## config.mk

```make
export PLATFORM = sky130hd
export DESIGN_NAME = stage_sequencer
export DESIGN_NICKNAME = d
export VERILOG_FILES = /design/src/rtl/stage_sequencer.sv
export SDC_FILE = /design/constraint.sdc
export NUM_CORES = 1
export LEC_CHECK = 0
export ABC_AREA = 1
export BUFFER_PORTS_ARGS = -buffer_cell sky130_fd_sc_hd__buf_2
export CAP_MARGIN = 30
export CORE_AREA = 5 5 719 721
export CTS_BUF_LIST = sky130_fd_sc_hd__clkbuf_4 sky130_fd_sc_hd__clkbuf_8
export DETAILED_ROUTE_END_ITERATION = 10
export DIE_AREA = 0 0 724 726
export MAX_ROUTING_LAYER = met4
export SETUP_SLACK_MARGIN = 0.1
export SLEW_MARGIN = 25
export SYNTH_ARGS = -nofsm -noshare
export SYNTH_HDL_FRONTEND = slang
export SYNTH_SLANG_ARGS = --single-unit
export TNS_END_PERCENT = 1
```

## constraint.sdc

```tcl
create_clock -name iCLK -period 2.2 [get_ports iCLK]
set_input_delay 0 -clock iCLK [delete_from_list [all_inputs] [get_ports iCLK]]
set_output_delay 0 -clock iCLK [all_outputs]
set_load 0.01 [all_outputs]
```

## src/rtl/stage_sequencer.sv

```systemverilog
// rtl/stage_sequencer.sv - in-order stage launcher and shared-RAM port arbiter; optional watchdog via SEQ_WATCHDOG_EN
module stage_sequencer #(
    parameter int N_STAGE = 10,
    parameter int N_RAM   = 4,
    parameter int AW      = 17,
    parameter int DW      = 24,
    parameter int SW      = 4,
    parameter int TO_CYC  = 1 << 20
) (
    input  logic                        iCLK,
    input  logic                        iRST_N,
    input  logic                        iSTART,
    input  logic                        iABORT,
    input  logic [N_STAGE-1:0]          iStg_done,
    input  logic [N_STAGE*N_RAM-1:0]    iStg_wren,
    input  logic [N_STAGE*N_RAM*AW-1:0] iStg_addr,
    input  logic [N_STAGE*N_RAM*DW-1:0] iStg_data,
    output logic [N_STAGE-1:0]          oEna,
    output logic [SW-1:0]               oSTATUS,
    output logic                        oBusy,
    output logic                        oFinish,
    output logic                        oErr,
    output logic [N_RAM-1:0]            oWren,
    output logic [N_RAM*AW-1:0]         oAddr,
    output logic [N_RAM*DW-1:0]         oData
);

    localparam int NP = 1 << SW;
    localparam logic [SW-1:0] LAST = SW'(N_STAGE - 1);

    if ((NP < N_STAGE) || (N_STAGE < 2) || (TO_CYC < 2)) begin : gBadParams
        $error("stage_sequencer: inconsistent parameters");
    end

`ifdef SEQ_WATCHDOG_EN
    typedef enum logic [1:0] {IDLE, RUN, ERR} state_t;
    localparam int CW = $clog2(TO_CYC) + 1;
    logic [CW-1:0] cntQ, cntD;
    logic          errQ, errD;
`else
    typedef enum logic [1:0] {IDLE, RUN} state_t;
`endif

    state_t              stateQ, stateD;
    logic [SW-1:0]       statusQ, statusD;
    logic [N_STAGE-1:0]  enaQ, enaD;
    logic                busyQ, busyD;
    logic                finishQ, finishD;
    logic [NP-1:0]       doneExt;

    // Pad done to the full status range so the active-stage lookup never indexes out of range.
    assign doneExt = NP'(iStg_done);

    always_ff @(posedge iCLK) begin
        if (!iRST_N) begin
            stateQ  <= IDLE;
            statusQ <= '0;
            enaQ    <= '0;
            busyQ   <= 1'b0;
            finishQ <= 1'b0;
`ifdef SEQ_WATCHDOG_EN
            cntQ    <= '0;
            errQ    <= 1'b0;
`endif
        end else begin
            stateQ  <= stateD;
            statusQ <= statusD;
            enaQ    <= enaD;
            busyQ   <= busyD;
            finishQ <= finishD;
`ifdef SEQ_WATCHDOG_EN
            cntQ    <= cntD;
            errQ    <= errD;
`endif
        end
    end

    always_comb begin
        stateD  = stateQ;
        statusD = statusQ;
        enaD    = '0;
        busyD   = busyQ;
        finishD = 1'b0;
`ifdef SEQ_WATCHDOG_EN
        cntD    = cntQ;
        errD    = errQ;
`endif
        if (iABORT) begin
            stateD  = IDLE;
            statusD = '0;
            busyD   = 1'b0;
`ifdef SEQ_WATCHDOG_EN
            cntD    = '0;
            errD    = 1'b0;
`endif
        end else begin
            case (stateQ)
                IDLE: begin
                    if (iSTART) begin
                        stateD  = RUN;
                        statusD = '0;
                        enaD    = N_STAGE'(1);
                        busyD   = 1'b1;
`ifdef SEQ_WATCHDOG_EN
                        cntD    = '0;
`endif
                    end
                end
                RUN: begin
                    if (doneExt[statusQ]) begin
                        if (statusQ == LAST) begin
                            stateD  = IDLE;
                            statusD = '0;
                            busyD   = 1'b0;
                            finishD = 1'b1;
                        end else begin
                            statusD = statusQ + SW'(1);
                            enaD    = N_STAGE'(1) << (statusQ + SW'(1));
                        end
`ifdef SEQ_WATCHDOG_EN
                        cntD = '0;
                    end else if (cntQ == CW'(TO_CYC - 1)) begin
                        stateD = ERR;
                        errD   = 1'b1;
                        busyD  = 1'b0;
                    end else begin
                        cntD = cntQ + CW'(1);
`endif
                    end
                end
                default: begin
                    // ERR is left only through abort or reset.
                end
            endcase
        end
    end

    // Only the active stage's bus reaches the RAMs; the mux tracks the registered state so a
    // launched stage owns its RAMs in the same cycle its enable pulse is seen.
    always_comb begin
        oWren = '0;
        oAddr = '0;
        oData = '0;
        if (stateQ == RUN) begin
            for (int k = 0; k < N_STAGE; k++) begin
                if (statusQ == SW'(k)) begin
                    oWren = iStg_wren[k*N_RAM +: N_RAM];
                    oAddr = iStg_addr[k*N_RAM*AW +: N_RAM*AW];
                    oData = iStg_data[k*N_RAM*DW +: N_RAM*DW];
                end
            end
        end
    end

    assign oEna    = enaQ;
    assign oSTATUS = statusQ;
    assign oBusy   = busyQ;
    assign oFinish = finishQ;
`ifdef SEQ_WATCHDOG_EN
    assign oErr    = errQ;
`else
    assign oErr    = 1'b0;
`endif

endmodule
```

==> reports/results.tsv <==
stage	metric	value	unit
run_status	status	finished with violations	
run_status	violations	setup timing	
floorplan	rows	263	
detailed_routing	routed_wl	396	mm
timing	tightest_slew	0.951	ns
yosys	async_flop_share	0	
floorplan	core_region_area	511000	µm²
power_and_ir_drop	switchingPower	4.03	mW
run	max_cap_viol_count	0	
final_layout	nets	7593	
cts	ctsRootBufferMaster	clkbuf_8	
hold_path	hp-start	iABORT	
critical_path	r2r_start	oSTATUS[0]$_SDFFE_PP0P_	
placement	placed_cell_area	39200	µm²
detailed_routing	drt-initial-drc-count	3616	
critical_path	startpoint_type	register	
yosys	synth.yosys.warnings	0	
detailed_routing	dr.pass1.iters	6	
global_route	gr-usage-met3	0.0499	
global_route	grt_pass1_vias	34500	
critical_path	reg2reg_to	oEna[1]$_SDFF_PP0_	
detailed_routing	drc	0	
timing	final.period_utilization	1.50	
final_layout	final_util	0.0843	
power_and_ir_drop	p_leak	21.0	nW
critical_path	worstSetupStartpoint	oSTATUS[2]$_SDFFE_PP0P_	
power_and_ir_drop	p_int	3.26	mW
cts	postCtsHoldBufs	0	
global_route	grt_overflow	0	
timing	finClkSkew	0.0174	ns
cts	cts_tree	built	
power_and_ir_drop	clockPowerShare	0.040	
yosys	synth-seq-cells	16	
critical_path	required	2.20	ns
timing	fin_ws	-1.11	ns
floorplan	pin_count	1879	
power_and_ir_drop	powerDensity	170	nW/µm²
global_route	grt_pass1_wl	461	mm
timing	maxSlewViolCount	0	
power_and_ir_drop	ir_drop	0.000187	V
yosys	yosysSeqAreaShare	0.0199	
yosys	synth_edf_count	0	
final_layout	drive_gt1_frac	0.491	
power_and_ir_drop	seq_power_share	0.040	
cts	ctsHtreeMaxLevel	1	
yosys	syn_area_per_cell	4.34	µm²
floorplan	dieArea	526000	µm²
timing	setup_tns	-90.54	ns
critical_path	reg2reg_depth	12	
yosys	synthFlopType	dfxtp_1	
timing	fmax	303	MHz
critical_path	worstPathArrival	3.31	ns
cts	numClockSinks	16	
floorplan	fp.dieW	724	µm
detailed_routing	wl_per_cell	30.5	µm
yosys	synthCells	3711	
cts	clock_path_buffers	2	
yosys	synth_cell_types	26	
global_route	grt_antenna_before_repair	358	
cts	clk_latency	0.27	ns
final_layout	area_delta_synth_final	167	%
critical_path	r2r_slack	0	ns
detailed_routing	vias	36500	
timing	fin_crit	3.31	ns
critical_path	crit_type	register to output pin	
critical_path	crit_path_end_kind	output pin	
power_and_ir_drop	power_frac_comb	0.920	
yosys	synth_nets	5405	
final_layout	fin_area	43000	µm²
global_route	use_met2	0.246	
critical_path	worst-path-max-fanout	31	
floorplan	die_y	726	µm
timing	hold_ws	0.157	ns
global_route	use_met1	0.165	
detailed_routing	via_per_inst	2.80	
cts	path_clk_slew	0.09	ns
global_route	grt_max_degree	70	
placement	dp_hpwl	367	mm
placement	port_buffers	1877	
yosys	syn_area	16100	µm²
hold_path	holdPathEnd	oSTATUS[1]$_SDFFE_PP0P_	
timing	hold_violations	0	
cts	cts_buffers	3	
global_route	grt-busiest-layer	met2	
detailed_routing	ant_nets	0	
global_route	groute.usage.overall	0.145	
placement	place_congestion	1.05	
timing	setup_viol	168	
hold_path	min_path_cells	5	
timing	slew_headroom	0.364	
timing	rsz0062_at_grt	yes	
hold_path	hp-class	input port to register	
floorplan	initial_utilization	0.0316	
power_and_ir_drop	p_sw_frac	0.553	
layout make-up:
cell class / instances / area (µm²)
fillers: 61000 / 468000
repair buffers: 2437 / 17100
multi-input cells: 3036 / 14600
well taps: 6757 / 8450
inverters: 405 / 1560
diodes: 356 / 891
flip-flops and latches: 16 / 339
clock buffers: 4 / 55.1
critical path, stage by stage (launching register included):
cell and delay [ns]:
dfxtp_4 0.38, inv_4 0.04, nand2_4 0.09, buf_4 0.17, nor2_4 0.08, buf_12 0.16
buf_4 0.25, nand2_1 0.06, nand4_1 0.74, nor2_2 0.42, nand3_4 0.22, nand2_2 0.13
inv_2 0.04, buf_6 0.11
layer usage:
layer / up-vias / wire length [µm]
li1: 16300 / -
met5: - / 0
met1: 17200 / 149000
met4: 0 / 10400
met2: 2490 / 191000
met3: 513 / 45400
synthesized netlist by cell type (all sizes together), types with 3 or more instances:
library cell | instances | share of area
o21ai | 29 | 0.0090
nor3 | 5 | 0.0016
dfxtp | 16 | 0.020
nor2 | 283 | 0.069
inv | 404 | 0.094
nand3 | 385 | 0.12
or2 | 217 | 0.084
a21oi | 193 | 0.060
o21bai | 3 | 0.0014
buf | 113 | 0.036
nand2 | 1761 | 0.41
nand4 | 158 | 0.061
clkbuf | 141 | 0.033
worst max path at each step:
stage,endpoint,slack (ns),cells after the start
after global routing,oData[27],-1.16,14
after CTS,oData[14],-1.17,15
after floorplan,oData[18],0.54,11
final,oData[27],-1.11,13
after detailed placement,oData[14],-2.02,15
after global placement,oAddr[56],-2.12,12
sequential cells by signal, summed over array words and instances (netlist names):
signal   count
oEna        10
oSTATUS      4
oBusy        1
oFinish      1
power by group through the flow:
stage	logic, mW	registers (mW)	clock network (mW)
global placement	6.45	0.302	0
global route	7.18	0.292	0.318
finish	6.72	0.292	0.291
CTS	6.70	0.293	0.314
detailed placement	6.41	0.302	0
floorplan	1.34	0.303	0
per-stage QoR:
stage               total power [mW]  std cells  worst slack, ns
finish                          7.30      13000            -1.11
global route                    7.79      13000            -1.16
CTS                             7.31      12600            -1.17
detailed placement              6.71      12600            -2.02
global placement                6.75      12600            -2.12
floorplan                       1.64       3711            0.541
layout by cell type (no fill, tap or decap), drive strengths merged:
master	synthesis	layout
o21bai	3	3
inv	404	403
bufbuf	0	1
conb	1	1
nor2	283	283
clkinv	1	2
or2	217	217
nand3	385	385
nand4	158	158
dfxtp	16	16
clkbuf	141	10
xor2	1	1
nand2	1761	1761
o21ai	29	29
diode	0	356
nor3	5	5
buf	113	2430
a21oi	193	193
cell families (layout without fill, tap and decap cells):
| group | count (synthesis) | in the layout | synth area share |
|---|---|---|---|
| DFF | 16 | 16 | 0.0199 |
| buffers and inverters | 659 | 2846 | 0.163 |
| and+or+nand+nor | 2809 | 2809 | 0.746 |
| AOI/OAI and AO/OA | 225 | 225 | 0.0703 |
| xor gates and xnor gates | 1 | 1 | 0.000543 |
| other | 1 | 357 | 0.000233 |
repair_timing:
item	4_1_cts	5_1_grt
resized for setup	416	210
gates cloned	2	5
pin swaps	47	59
endpoints found under the setup margin	183	183
buffers inserted	11	38
Note: power is estimated with default switching activity, not from simulation.
